==> config.mk <==
export PLATFORM = sky130hd
export DESIGN_NAME = hps_uart_tx_arbiter
export DESIGN_NICKNAME = d
export VERILOG_FILES = /design/src/rtl/hps_uart_tx_arbiter.sv
export SDC_FILE = /design/constraint.sdc
export NUM_CORES = 1
export LEC_CHECK = 0
export ABC_AREA = 1
export CORE_UTILIZATION = 40
export DETAILED_ROUTE_END_ITERATION = 10
export PLACE_DENSITY = 0.77
export SLEW_MARGIN = 5
export SYNTH_ARGS = -nofsm -noshare
export SYNTH_HDL_FRONTEND = slang
export SYNTH_SLANG_ARGS = --single-unit
export TNS_END_PERCENT = 20
==> constraint.sdc <==
create_clock -name i_clk -period 1.6 [get_ports i_clk]
set_clock_uncertainty 0.1 [all_clocks]
set_input_delay 0.16 -clock i_clk [delete_from_list [all_inputs] [get_ports i_clk]]
set_output_delay 0.16 -clock i_clk [all_outputs]
set_load 0.05 [all_outputs]
==> src/rtl/hps_uart_tx_arbiter.sv <==
// Round-robin arbiter sharing the HPS UART1 TX byte path among fabric requesters.
// Optional per-message source tag byte: define HPS_UART_ARB_TAG_EN.
module hps_uart_tx_arbiter #(
    parameter int NUM_REQ   = 4,
    parameter int MAX_BURST = 16
) (
    input  logic                   i_clk,
    input  logic                   i_rst_n,
    input  logic [NUM_REQ-1:0]     i_req_valid,
    input  logic [8*NUM_REQ-1:0]   i_req_data,
    input  logic [NUM_REQ-1:0]     i_req_last,
    output logic [NUM_REQ-1:0]     o_req_ready,
    output logic                   o_tx_valid,
    output logic [7:0]             o_tx_data,
    output logic                   o_tx_last,
    input  logic                   i_tx_ready,
    output logic [NUM_REQ-1:0]     o_grant
);

    localparam int IW = $clog2(NUM_REQ);
    localparam int BW = $clog2(MAX_BURST + 1);

    typedef enum logic [1:0] {
        S_IDLE = 2'd0,
        S_TAG  = 2'd1,
        S_XFER = 2'd2
    } state_t;

    state_t          state, state_n;
    logic [IW-1:0]   gidx, gidx_n;
    logic [IW-1:0]   rr_ptr, rr_n;
    logic [IW-1:0]   gidx_inc;
    logic [BW-1:0]   burst_cnt, cnt_n;
    logic [BW-1:0]   cnt_inc;
    logic [NUM_REQ-1:0] rot;
    logic [NUM_REQ-1:0] grant_vec;
    logic [NUM_REQ-1:0] ready_vec;
    logic            pick_hit;
    logic [IW-1:0]   pick_idx;
    int              pick_sum;
    logic            vld_g;
    logic            last_g;
    logic [7:0]      data_g;
    logic            hit_max;
    logic            rel_g;

    // Rotate requests so bit 0 corresponds to the round-robin pointer.
    assign rot = NUM_REQ'({i_req_valid, i_req_valid} >> rr_ptr);

    // Owner's stream signals selected by shifting, grant and ready decoded.
    assign vld_g     = 1'(i_req_valid >> gidx);
    assign last_g    = 1'(i_req_last >> gidx);
    assign data_g    = 8'(i_req_data >> {gidx, 3'b000});
    assign grant_vec = NUM_REQ'(1) << gidx;
    assign ready_vec = NUM_REQ'(i_tx_ready) << gidx;
    assign cnt_inc   = burst_cnt + BW'(1);
    assign hit_max   = (cnt_inc == BW'(MAX_BURST));
    assign rel_g     = last_g | hit_max;
    assign gidx_inc  = (gidx == IW'(NUM_REQ - 1)) ? '0 : gidx + IW'(1);

    // First valid requester at or above rr_ptr, wrapping around.
    always_comb begin
        pick_hit = 1'b0;
        pick_idx = '0;
        pick_sum = 0;
        for (int j = NUM_REQ - 1; j >= 0; j--) begin
            if (rot[j]) begin
                pick_hit = 1'b1;
                pick_sum = int'(rr_ptr) + j;
                if (pick_sum >= NUM_REQ) begin
                    pick_sum = pick_sum - NUM_REQ;
                end
                pick_idx = IW'(pick_sum);
            end
        end
    end

    // State, owner, pointer and burst counter registers.
    always_ff @(posedge i_clk or negedge i_rst_n) begin
        if (!i_rst_n) begin
            state     <= S_IDLE;
            gidx      <= '0;
            rr_ptr    <= '0;
            burst_cnt <= '0;
        end else begin
            state     <= state_n;
            gidx      <= gidx_n;
            rr_ptr    <= rr_n;
            burst_cnt <= cnt_n;
        end
    end

    // Next-state and output decode; outputs are all zero in IDLE.
    always_comb begin
        state_n     = state;
        gidx_n      = gidx;
        rr_n        = rr_ptr;
        cnt_n       = burst_cnt;
        o_tx_valid  = 1'b0;
        o_tx_data   = 8'h00;
        o_tx_last   = 1'b0;
        o_req_ready = '0;
        o_grant     = '0;
        unique case (state)
            S_IDLE: begin
                if (pick_hit) begin
                    gidx_n = pick_idx;
                    cnt_n  = '0;
`ifdef HPS_UART_ARB_TAG_EN
                    state_n = S_TAG;
`else
                    state_n = S_XFER;
`endif
                end
            end
`ifdef HPS_UART_ARB_TAG_EN
            S_TAG: begin
                o_grant    = grant_vec;
                o_tx_valid = 1'b1;
                o_tx_data  = {4'hA, 4'(gidx)};
                if (i_tx_ready) begin
                    state_n = S_XFER;
                end
            end
`endif
            S_XFER: begin
                o_grant     = grant_vec;
                o_tx_valid  = vld_g;
                o_tx_data   = data_g;
                o_tx_last   = vld_g & rel_g;
                o_req_ready = ready_vec;
                if (vld_g && i_tx_ready) begin
                    cnt_n = cnt_inc;
                    if (rel_g) begin
                        state_n = S_IDLE;
                        rr_n    = gidx_inc;
                    end
                end
            end
            default: begin
                state_n = S_IDLE;
            end
        endcase
    end

endmodule

==> results of run 1 <==
==> per-stage QoR <==
step | instance area [um^2] | hold WS, ns
global placement | 2180 | 0.401
finish | 2640 | 0.119
global route | 2640 | 0.136
CTS | 2320 | 0.116
detailed placement | 2180 | 0.408
floorplan | 1350 | -0.236
==> final timing paths <==
check	to	slack, ns	cells past startpoint
min in group i_clk	burst_cnt[2]	0.55	2
max	o_tx_last	-0.38	11
max reg2reg	rr_ptr[0]	-0.36	10
min reg2reg	burst_cnt[2]	0.55	2
min	burst_cnt[0]	0.12	1
max in group asynchronous	state[1]	0.91	1
==> worst register-to-register path, cell delays in order, from the launching register on <==
cell and delay [ns]:
dfrtp_2 0.53, clkinv_2 0.15, nand2_1 0.11, nand3_2 0.10
nand2_4 0.12, buf_4 0.13, nand2_2 0.09, nor2_8 0.18
nand2_2 0.11, nand2_1 0.12, nand2_1 0.10
==> power by group through the flow <==
stage / clock network (mW) / registers (mW) / logic (mW)
2_1_floorplan: 0 / 0.459 / 2.85
4_1_cts: 0.235 / 0.540 / 4.63
5_1_grt: 0.249 / 0.634 / 5.85
3_3_place_gp: 0 / 0.528 / 4.33
6_report: 0.238 / 0.624 / 5.59
3_5_place_dp: 0 / 0.529 / 4.36
==> state kept, by name, summed over array words and instances (netlist names) <==
| signal | flops |
|---|---|
| burst_cnt | 5 |
| rr_ptr | 2 |
| state | 1 |
| gidx | 2 |
==> kinds of logic after synthesis <==
kind of cell    Yosys count  share of synthesized area [%]
compound gates           32                           15.9
simple gates            129                           46.3
xor+xnor                  2                           1.42
buf+inv                  28                           11.1
fa+ha+maj                 5                           5.06
flops                    10                           20.2
==> per-layer routing <==
layer | global-route usage [%] | vias to the layer above | part of all wire [%]
met5 | 0 | - | 0
met4 | 5.92 | 0 | 7.2
met3 | 5.58 | 44 | 7.2
met2 | 46.0 | 120 | 50
met1 | 35.2 | 868 | 36
li1 | - | 837 | -
==> synthesized netlist by cell type <==
master	n	area, um^2
buf_2	3	15.0
a21oi_2	1	8.76
buf_6	2	22.5
buf_4	3	22.5
inv_4	1	6.26
nand2_4	1	11.3
nand3_2	2	20.0
nand4_2	1	12.5
nand3_1	18	90.1
nor2_2	1	6.26
o21a_1	1	7.51
o32ai_1	4	35.0
xnor2_1	1	8.76
nor2_8	1	20.0
o21ai_0	14	70.1
inv_2	4	15.0
inv_1	15	56.3
a21oi_1	8	40.0
dfrtp_1	10	250
nand2_2	5	31.3
ha_1	5	62.6
xor2_1	1	8.76
nand3b_1	1	7.51
nor2_1	39	146
o21ai_2	4	35.0
or2_2	1	6.26
nand2_1	59	221
==> timing repair <==
action                                  in CTS  in global routing
hold buffers                                 0                  0
cloned                                       1                  5
endpoints found under the setup margin      21                 28
setup buffers                                1                  7
gates resized for setup                     26                 61
pin swaps                                    5                 24
==> area by class of cell <==
cell class | count | area (um^2) | share of cell area (%)
clock buffer | 4 | 36.3 | 1.37
inverter | 20 | 87.6 | 3.31
multi-input combinational | 168 | 1150 | 43.7
sequential | 10 | 255 | 9.66
tap | 31 | 38.8 | 1.47
timing repair buffer | 91 | 1070 | 40.3
timing repair inverter | 1 | 5.00 | 0.189
==> cell usage in the layout (no fill, tap or decap), types with 3 or more instances in the layout <==
| master | synthesis | final |
|---|---|---|
| o32ai_4 | 0 | 4 |
| nor2_1 | 39 | 19 |
| buf_6 | 2 | 8 |
| nand2_1 | 59 | 47 |
| nor2_2 | 1 | 11 |
| nand3_1 | 18 | 15 |
| o21ai_2 | 4 | 7 |
| dfrtp_2 | 0 | 4 |
| clkdlybuf4s50_1 | 0 | 42 |
| nand2_4 | 1 | 3 |
| a21oi_1 | 8 | 4 |
| o21ai_1 | 0 | 7 |
| ha_4 | 0 | 3 |
| buf_4 | 3 | 23 |
| a21oi_2 | 1 | 5 |
| o21ai_0 | 14 | 4 |
| buf_12 | 0 | 14 |
| nand3_2 | 2 | 5 |
| inv_4 | 1 | 3 |
| clkbuf_16 | 0 | 3 |
| nand2_2 | 5 | 15 |
| clkbuf_4 | 0 | 3 |
| dfrtp_1 | 10 | 6 |
| inv_2 | 4 | 6 |
| nor2_4 | 0 | 10 |
| inv_1 | 15 | 10 |
==> qor.yml, run 1 <==
period_minus_slack_ns: 1.98
path_common_cell: "nand2_2"
synthCells: 206
crit_path_start: "burst_cnt[0]"
violations: "design-rule violations, negative setup slack"
grt_use_total_pct: 27.0
path_clk_slew_ns: 0.07
finalSetupTns_ns: -5.91
syn_area_per_cell_um2: 6.01
grt_pass1_wl_um: 6910
power_mw: 6.45
cts_max_path_buffers: 2
cellPowerDensity_nw_per_um2: 2440
drtIter0Drc: 216
mappedNetlistArea_um2: 1240
placed_cells: 307
cp_max_fo: 4
n_antenna_cell: 0
worst_slew_pin_slew_ns: 0.508
status: "finished with violations"
power_frac_comb_pct: 86.6
n_fill_cell: 103
critPathKind: "flop to primary output"
seqPwrFrac_pct: 9.7
die_w_um: 57.6
crit_path_end_kind: "primary output"
yosysSeqAreaShare_pct: 20.2
rsz0062_at_grt: "true"
fin_crit_sh_pct: 124
cpPeakStageDelay_ns: 0.41
timing.fmax_mhz: 506
drive_gt1_share_pct: 46.3
io_pins: 61
dr.pass1.iters: 7
crit_slowest_cell: "dfrtp_1"
wire_per_inst_um: 19.3
power.share.clock_pct: 3.7
vias: 1869
dpl_worst_slack_ns: -0.0984
instances_no_fill: 325
yosysUniqueCellTypes: 27
critPathLaunchType: "flop"
dieArea_um2: 3320
drcViolationCount: 6
hpwl_um: 3060
grt_pass1_vias: 1521
core_area_um2: 2850
switching_power_mw: 3.50
core.rowCount: 19
arrival_ns: 1.72
antenna_found_initial: 0
relSlewSlack_pct: 66.0
portBuffers: 60
cts_root_buf: "clkbuf_4"
hold_path.class: "primary input to asynchronous set/reset pin"
syn2layout_area_growth_pct: 114
grt_max_degree: 19
via_per_inst: 5.75
slew_viol_final: 0
dieHeight_um: 57.6
irDropWorstVdd_mv: 1.72
fin_util_pct: 92.6
p_leak_nw: 1.19
final_hold_viol_count: 0
cts_buffers: 3
crit_chain: "ha_2 > nand2_2 > inv_2 > nand2_2 > nand2_2 > nand2_2 > nand3_2 > nand2_2 > nand2_2 > nor2_4 > buf_12"
ys_warn_count: 0
antenna_left: 0
routabilityCongestion: 0.809
h-tree-depth: 1
p_int_mw: 2.95
wl_um: 6270
setup_violations: 26
synth_nets: 254
critPathBufInv: 2
drv_cap: 0
cts_tree: "built"
clock_sinks: 10
ys_seq_elements: 10
worst_slack_ns: -0.377
cp_top_family: "simple AND/OR/NAND/NOR gates"
switching_share_pct: 54.3
initial_core_util_pct: 43.4
final_nets: 343
clkLatencyLatePin_ns: 0.28
required_ns: 1.34
globalRouteOverflowTotal: 0
r2r_start: "gidx[0]"
(Power assumes the default switching activity.)
==> run 2, diff against run 1 <==
- CELL_PAD_IN_SITES_DETAIL_PLACEMENT: unset -> 0
- CELL_PAD_IN_SITES_GLOBAL_PLACEMENT: unset -> 1
- CORE_ASPECT_RATIO: unset -> 0.9
- CORE_UTILIZATION: 40 -> 26
==> qor.yml, run 2 (synthesis gave the netlist of run 1 again) <==
drive_gt1_share_pct: 37.3  # was 46.3%
critPathLaunchType: "flop"  # unchanged
initial_core_util_pct: 27.4  # was 43.4%
crit_path_start: "burst_cnt[1]"  # was burst_cnt[0]
worst_slack_ns: -0.265  # was -0.377 ns
worst_slew_pin_slew_ns: 0.469  # was 0.508 ns
irDropWorstVdd_mv: 1.37  # was 1.72 mV
dieHeight_um: 67.4  # was 57.6 um
period_minus_slack_ns: 1.86  # was 1.98 ns
syn2layout_area_growth_pct: 97.8  # was 114%
h-tree-depth: 1  # unchanged
hold_slack_ns: 0.149  # was 0.119 ns
final_hold_viol_count: 0  # unchanged
wire_per_inst_um: 11.8  # was 19.3 um
placed_area_um2: 2250  # was 2180 um^2
setup_violations: 14  # was 26
cts_max_path_buffers: 2  # unchanged
cts_root_buf: "clkbuf_8"  # was clkbuf_4
cellPowerDensity_nw_per_um2: 2290  # was 2440 nW/um^2
hold_buffers: 0  # unchanged
hold_path.class: "primary input to asynchronous set/reset pin"  # unchanged
dr.pass1.iters: 4  # was 7
hpwl_um: 3380  # was 3060 um
critPathKind: "flop to primary output"  # unchanged
routabilityCongestion: 0.819  # was 0.809
ff2ff_setup_slack_ns: 0.07  # was -0.36 ns
cp_max_fo: 3  # was 4
drcViolationCount: 0  # was 6
final_cell_mix: "52 x nand2_1, 42 x clkdlybuf4s50_1, 27 x nor2_1"  # was 47 x nand2_1, 42 x clkdlybuf4s50_1, 23 x buf_4
n_fill_cell: 447  # was 103
violations: "negative setup slack"  # was design-rule violations, negative setup slack
timing.fmax_mhz: 536  # was 506 MHz
required_ns: 1.34  # about the same
die_w_um: 74.7  # was 57.6 um
reg.largest.list: "burst_cnt: 5 flops, gidx: 2 flops, rr_ptr: 2 flops"  # unchanged
cts_tree: "built"  # unchanged
grt_pass1_wl_um: 6260  # was 6910 um
final_cell_area_um2: 2450  # was 2640 um^2
grt_max_degree: 12  # was 19
drv_cap: 0  # unchanged
largest_register_ffs: 5  # unchanged
r2r_start: "burst_cnt[1]"  # was gidx[0]
arrival_ns: 1.60  # was 1.72 ns
slew_viol_final: 0  # unchanged
status: "finished with violations"  # unchanged
relSlewSlack_pct: 68.6  # was 66.0%
globalRouteOverflowTotal: 0  # unchanged
path_clk_slew_ns: 0.04  # was 0.07 ns
cts_buffers: 3  # unchanged
fin_crit_sh_pct: 117  # was 124%
grt_pass1_vias: 1343  # was 1521
antenna_left: 0  # unchanged
clkLatencyLatePin_ns: 0.24  # was 0.28 ns
drtIter0Drc: 38  # was 216
p_leak_nw: 1.11  # was 1.19 nW
dieArea_um2: 5040  # was 3320 um^2
wl_um: 4130  # was 6270 um
io_pins: 61  # unchanged
portBuffers: 60  # unchanged
rsz0062_at_grt: "true"  # unchanged
n_antenna_cell: 0  # unchanged
final_common_cell: "nand2_1"  # unchanged
core.rowCount: 23  # was 19
antenna_found_initial: 0  # unchanged
via_per_inst: 4.47  # was 5.75
largest-register: "burst_cnt"  # unchanged
vias: 1561  # was 1869
clock_sinks: 10  # unchanged
final_nets: 337  # was 343
crit_path_end_kind: "primary output"  # unchanged
grt_use_total_pct: 16.1  # was 27.0%
core_area_um2: 4520  # was 2850 um^2
-- run 2: stage by stage --
step	setup slack, ns	power, mW	TNS [ns]	util [%]	instances
global placement	-0.0616	4.99	-0.576	49.9	343
global route	-0.368	5.96	-2.15	54.2	349
detailed placement	-0.0786	4.98	-0.723	49.9	343
CTS	-0.277	5.44	-1.01	52.0	346
finish	-0.265	5.60	-0.916	54.2	349
floorplan	-0.164	3.31	-1.33	-	206
-- run 2: path summary, 6_finish.rpt --
check / to / cells past startpoint
setup / recovery: o_tx_last / 11
hold / removal: burst_cnt[1] / 1
setup reg to reg: rr_ptr[1] / 12
hold reg to reg: burst_cnt[4] / 2
max in group asynchronous: gidx[1] / 1
min in group i_clk: burst_cnt[4] / 2
-- run 2: critical path: stages, from the launching register on --
cell	delay (ns)
dfrtp_1	0.39
ha_2	0.20
nand2_2	0.05
inv_2	0.04
nand2_1	0.05
nand2_1	0.07
nand2_2	0.08
nand3_2	0.08
nand2_2	0.08
nand2_2	0.06
nor2_4	0.12
buf_12	0.14
-- run 2: layout make-up --
| class | count | area, um^2 | area share, % |
|---|---|---|---|
| multi-input cells | 168 | 1030 | 42.1 |
| repair buffers | 86 | 955 | 39.0 |
| flip-flops and latches | 10 | 255 | 10.4 |
| inverters | 20 | 87.6 | 3.58 |
| well taps | 62 | 77.6 | 3.17 |
| clock buffers | 3 | 41.3 | 1.69 |
-- run 2: where the power goes --
group / leakage (nW) / internal [mW] / switching, mW
Clock: 0.0216 / 0.164 / 0.0941
Combinational: 0.972 / 2.09 / 2.68
Sequential: 0.119 / 0.374 / 0.191
Total: 1.11 / 2.63 / 2.97
-- run 2: timing repair --
action,4_1_cts,5_1_grt
endpoints found under the setup margin,17,28
pin swaps,1,11
gates resized for setup,24,30
setup buffers,0,3
hold endpoints to repair,0,0
-- run 2: per-layer routing --
metal | routed length, um | vias to the layer above | GRT usage [%]
li1 | - | 825 | -
met1 | 1970 | 701 | 22.4
met2 | 1970 | 32 | 26.6
met3 | 178 | 3 | 2.54
met4 | 14 | 0 | 2.12
met5 | 0 | - | 0
==> run 3, diff against run 2 <==
--- a/config.mk
+++ b/config.mk
@@ -11,4 +11,5 @@
 export CORE_ASPECT_RATIO = 0.9
 export CORE_UTILIZATION = 26
+export CTS_CLUSTER_DIAMETER = 200
 export DETAILED_ROUTE_END_ITERATION = 10
 export PLACE_DENSITY = 0.77
--- a/constraint.sdc
+++ b/constraint.sdc
@@ -3,3 +3,3 @@
 set_input_delay 0.16 -clock i_clk [delete_from_list [all_inputs] [get_ports i_clk]]
 set_output_delay 0.16 -clock i_clk [all_outputs]
-set_load 0.05 [all_outputs]
+set_load 0.1 [all_outputs]
==> qor.yml, run 3 (synthesis gave the netlist of run 1 again) <==
relSlewSlack_pct: 68.7  # was 68.6%
cp_max_fo: 4  # was 3
required_ns: 1.34  # about the same
final_cell_area_um2: 2780  # was 2450 um^2
hold_buffers: 0  # unchanged
timing.fmax_mhz: 531  # was 536 MHz
drive_gt1_share_pct: 44.9  # was 37.3%
final_hold_viol_count: 0  # unchanged
hpwl_um: 3330  # was 3380 um
setup_violations: 26  # was 14
drtIter0Drc: 53  # was 38
core_area_um2: 4520  # unchanged
clkLatencyLatePin_ns: 0.24  # about the same
wire_per_inst_um: 12.7  # was 11.8 um
fin_crit_sh_pct: 118  # was 117%
crit_path_end_kind: "primary output"  # unchanged
n_fill_cell: 390  # was 447
dr.pass1.iters: 4  # unchanged
vias: 1628  # was 1561
routabilityCongestion: 0.836  # was 0.819
dieHeight_um: 67.4  # unchanged
portBuffers: 60  # unchanged
drv_cap: 0  # unchanged
final_common_cell: "nand2_1"  # unchanged
io_pins: 61  # unchanged
final_cell_mix: "50 x nand2_1, 42 x clkdlybuf4s50_1, 24 x nor2_1"  # was 52 x nand2_1, 42 x clkdlybuf4s50_1, 27 x nor2_1
hold_path.class: "primary input to asynchronous set/reset pin"  # unchanged
initial_core_util_pct: 27.4  # unchanged
worst_slew_pin_slew_ns: 0.469  # about the same
core.rowCount: 23  # unchanged
slew_viol_final: 0  # unchanged
wl_um: 4510  # was 4130 um
antenna_found_initial: 0  # unchanged
cts_tree: "built"  # unchanged
grt_pass1_wl_um: 6830  # was 6260 um
via_per_inst: 4.57  # was 4.47
violations: "negative setup slack"  # unchanged
h-tree-depth: 1  # unchanged
reg.largest.list: "burst_cnt: 5 flops, gidx: 2 flops, rr_ptr: 2 flops"  # unchanged
critPathLaunchType: "flop"  # unchanged
drcViolationCount: 0  # unchanged
n_antenna_cell: 0  # unchanged
hold_slack_ns: 0.143  # was 0.149 ns
grt_pass1_vias: 1506  # was 1343
placed_area_um2: 2390  # was 2250 um^2
largest-register: "burst_cnt"  # unchanged
dieArea_um2: 5040  # unchanged
clock_sinks: 10  # unchanged
path_clk_slew_ns: 0.05  # was 0.04 ns
rsz0062_at_grt: "true"  # unchanged
grt_use_total_pct: 17.6  # was 16.1%
globalRouteOverflowTotal: 0  # unchanged
syn2layout_area_growth_pct: 125  # was 97.8%
antenna_left: 0  # unchanged
grt_max_degree: 11  # was 12
period_minus_slack_ns: 1.88  # was 1.86 ns
largest_register_ffs: 5  # unchanged
worst_slack_ns: -0.284  # was -0.265 ns
arrival_ns: 1.62  # was 1.60 ns
cts_buffers: 3  # unchanged
status: "finished with violations"  # unchanged
final_nets: 343  # was 337
critPathKind: "flop to primary output"  # unchanged
cts_root_buf: "clkbuf_8"  # unchanged
cts_max_path_buffers: 2  # unchanged
die_w_um: 74.7  # unchanged
[run 3: cell type report]
cell class              count  area, um^2  share of cell area [%]
flip-flops and latches     10         254                    9.13
inverters                  20        95.1                    3.42
repair buffers             91        1100                    39.7
clock buffers               4        55.1                    1.98
well taps                  62        77.6                    2.79
repair inverters            1        11.3                   0.405
multi-input cells         168        1190                    42.6
[run 3: timing repair]
| item | CTS | global route |
|---|---|---|
| buffers inserted | 4 | 5 |
| pin swaps | 12 | 8 |
| cloned | 2 | 1 |
| setup endpoints to repair | 21 | 28 |
| resized for setup | 36 | 38 |
[run 3: worst paths after layout]
path	cells after the start	slack [ns]	to	startpoint
min in group i_clk	2	0.46	burst_cnt[4]	burst_cnt[4]
max reg2reg	11	-0.13	burst_cnt[0]	gidx[0]
max in group asynchronous	1	0.91	gidx[1]	i_rst_n
max	11	-0.28	o_tx_last	burst_cnt[1]
min	1	0.14	burst_cnt[0]	i_rst_n
min reg2reg	2	0.46	burst_cnt[4]	burst_cnt[4]
[run 3: metal layers]
| metal | part of all wire (%) | wire length [um] | GRT usage, % |
|---|---|---|---|
| met3 | 7.1 | 319 | 2.84 |
| met5 | 0 | 0 | 0 |
| met1 | 46 | 2050 | 23.6 |
| met4 | 0.49 | 22 | 4.25 |
| met2 | 47 | 2110 | 29.3 |
[run 3: worst max-delay path, cell delays in order, from the launching register on]
cell,delay [ns]
dfrtp_1,0.38
ha_2,0.20
nand2_2,0.07
inv_2,0.05
nand2_1,0.05
nand2_1,0.06
nand2_2,0.07
nand3_2,0.09
nand2_2,0.08
nand2_2,0.06
nor2_4,0.10
buf_12,0.18
[run 3: metrics by stage]
stage / instances / worst slack, ns / TNS, ns / util, %
after floorplan: 206 / -0.269 / -2.78 / -
after global placement: 340 / -0.118 / -0.531 / 52.8
after detailed placement: 340 / -0.128 / -0.671 / 52.8
after CTS: 350 / -0.299 / -2.83 / 57.0
after global routing: 356 / -0.397 / -5.22 / 61.6
final: 356 / -0.284 / -3.43 / 61.6
Power of run 3 is not shown: default switching activity piles up to over one toggle a cycle in this logic, so the estimate is an artifact.
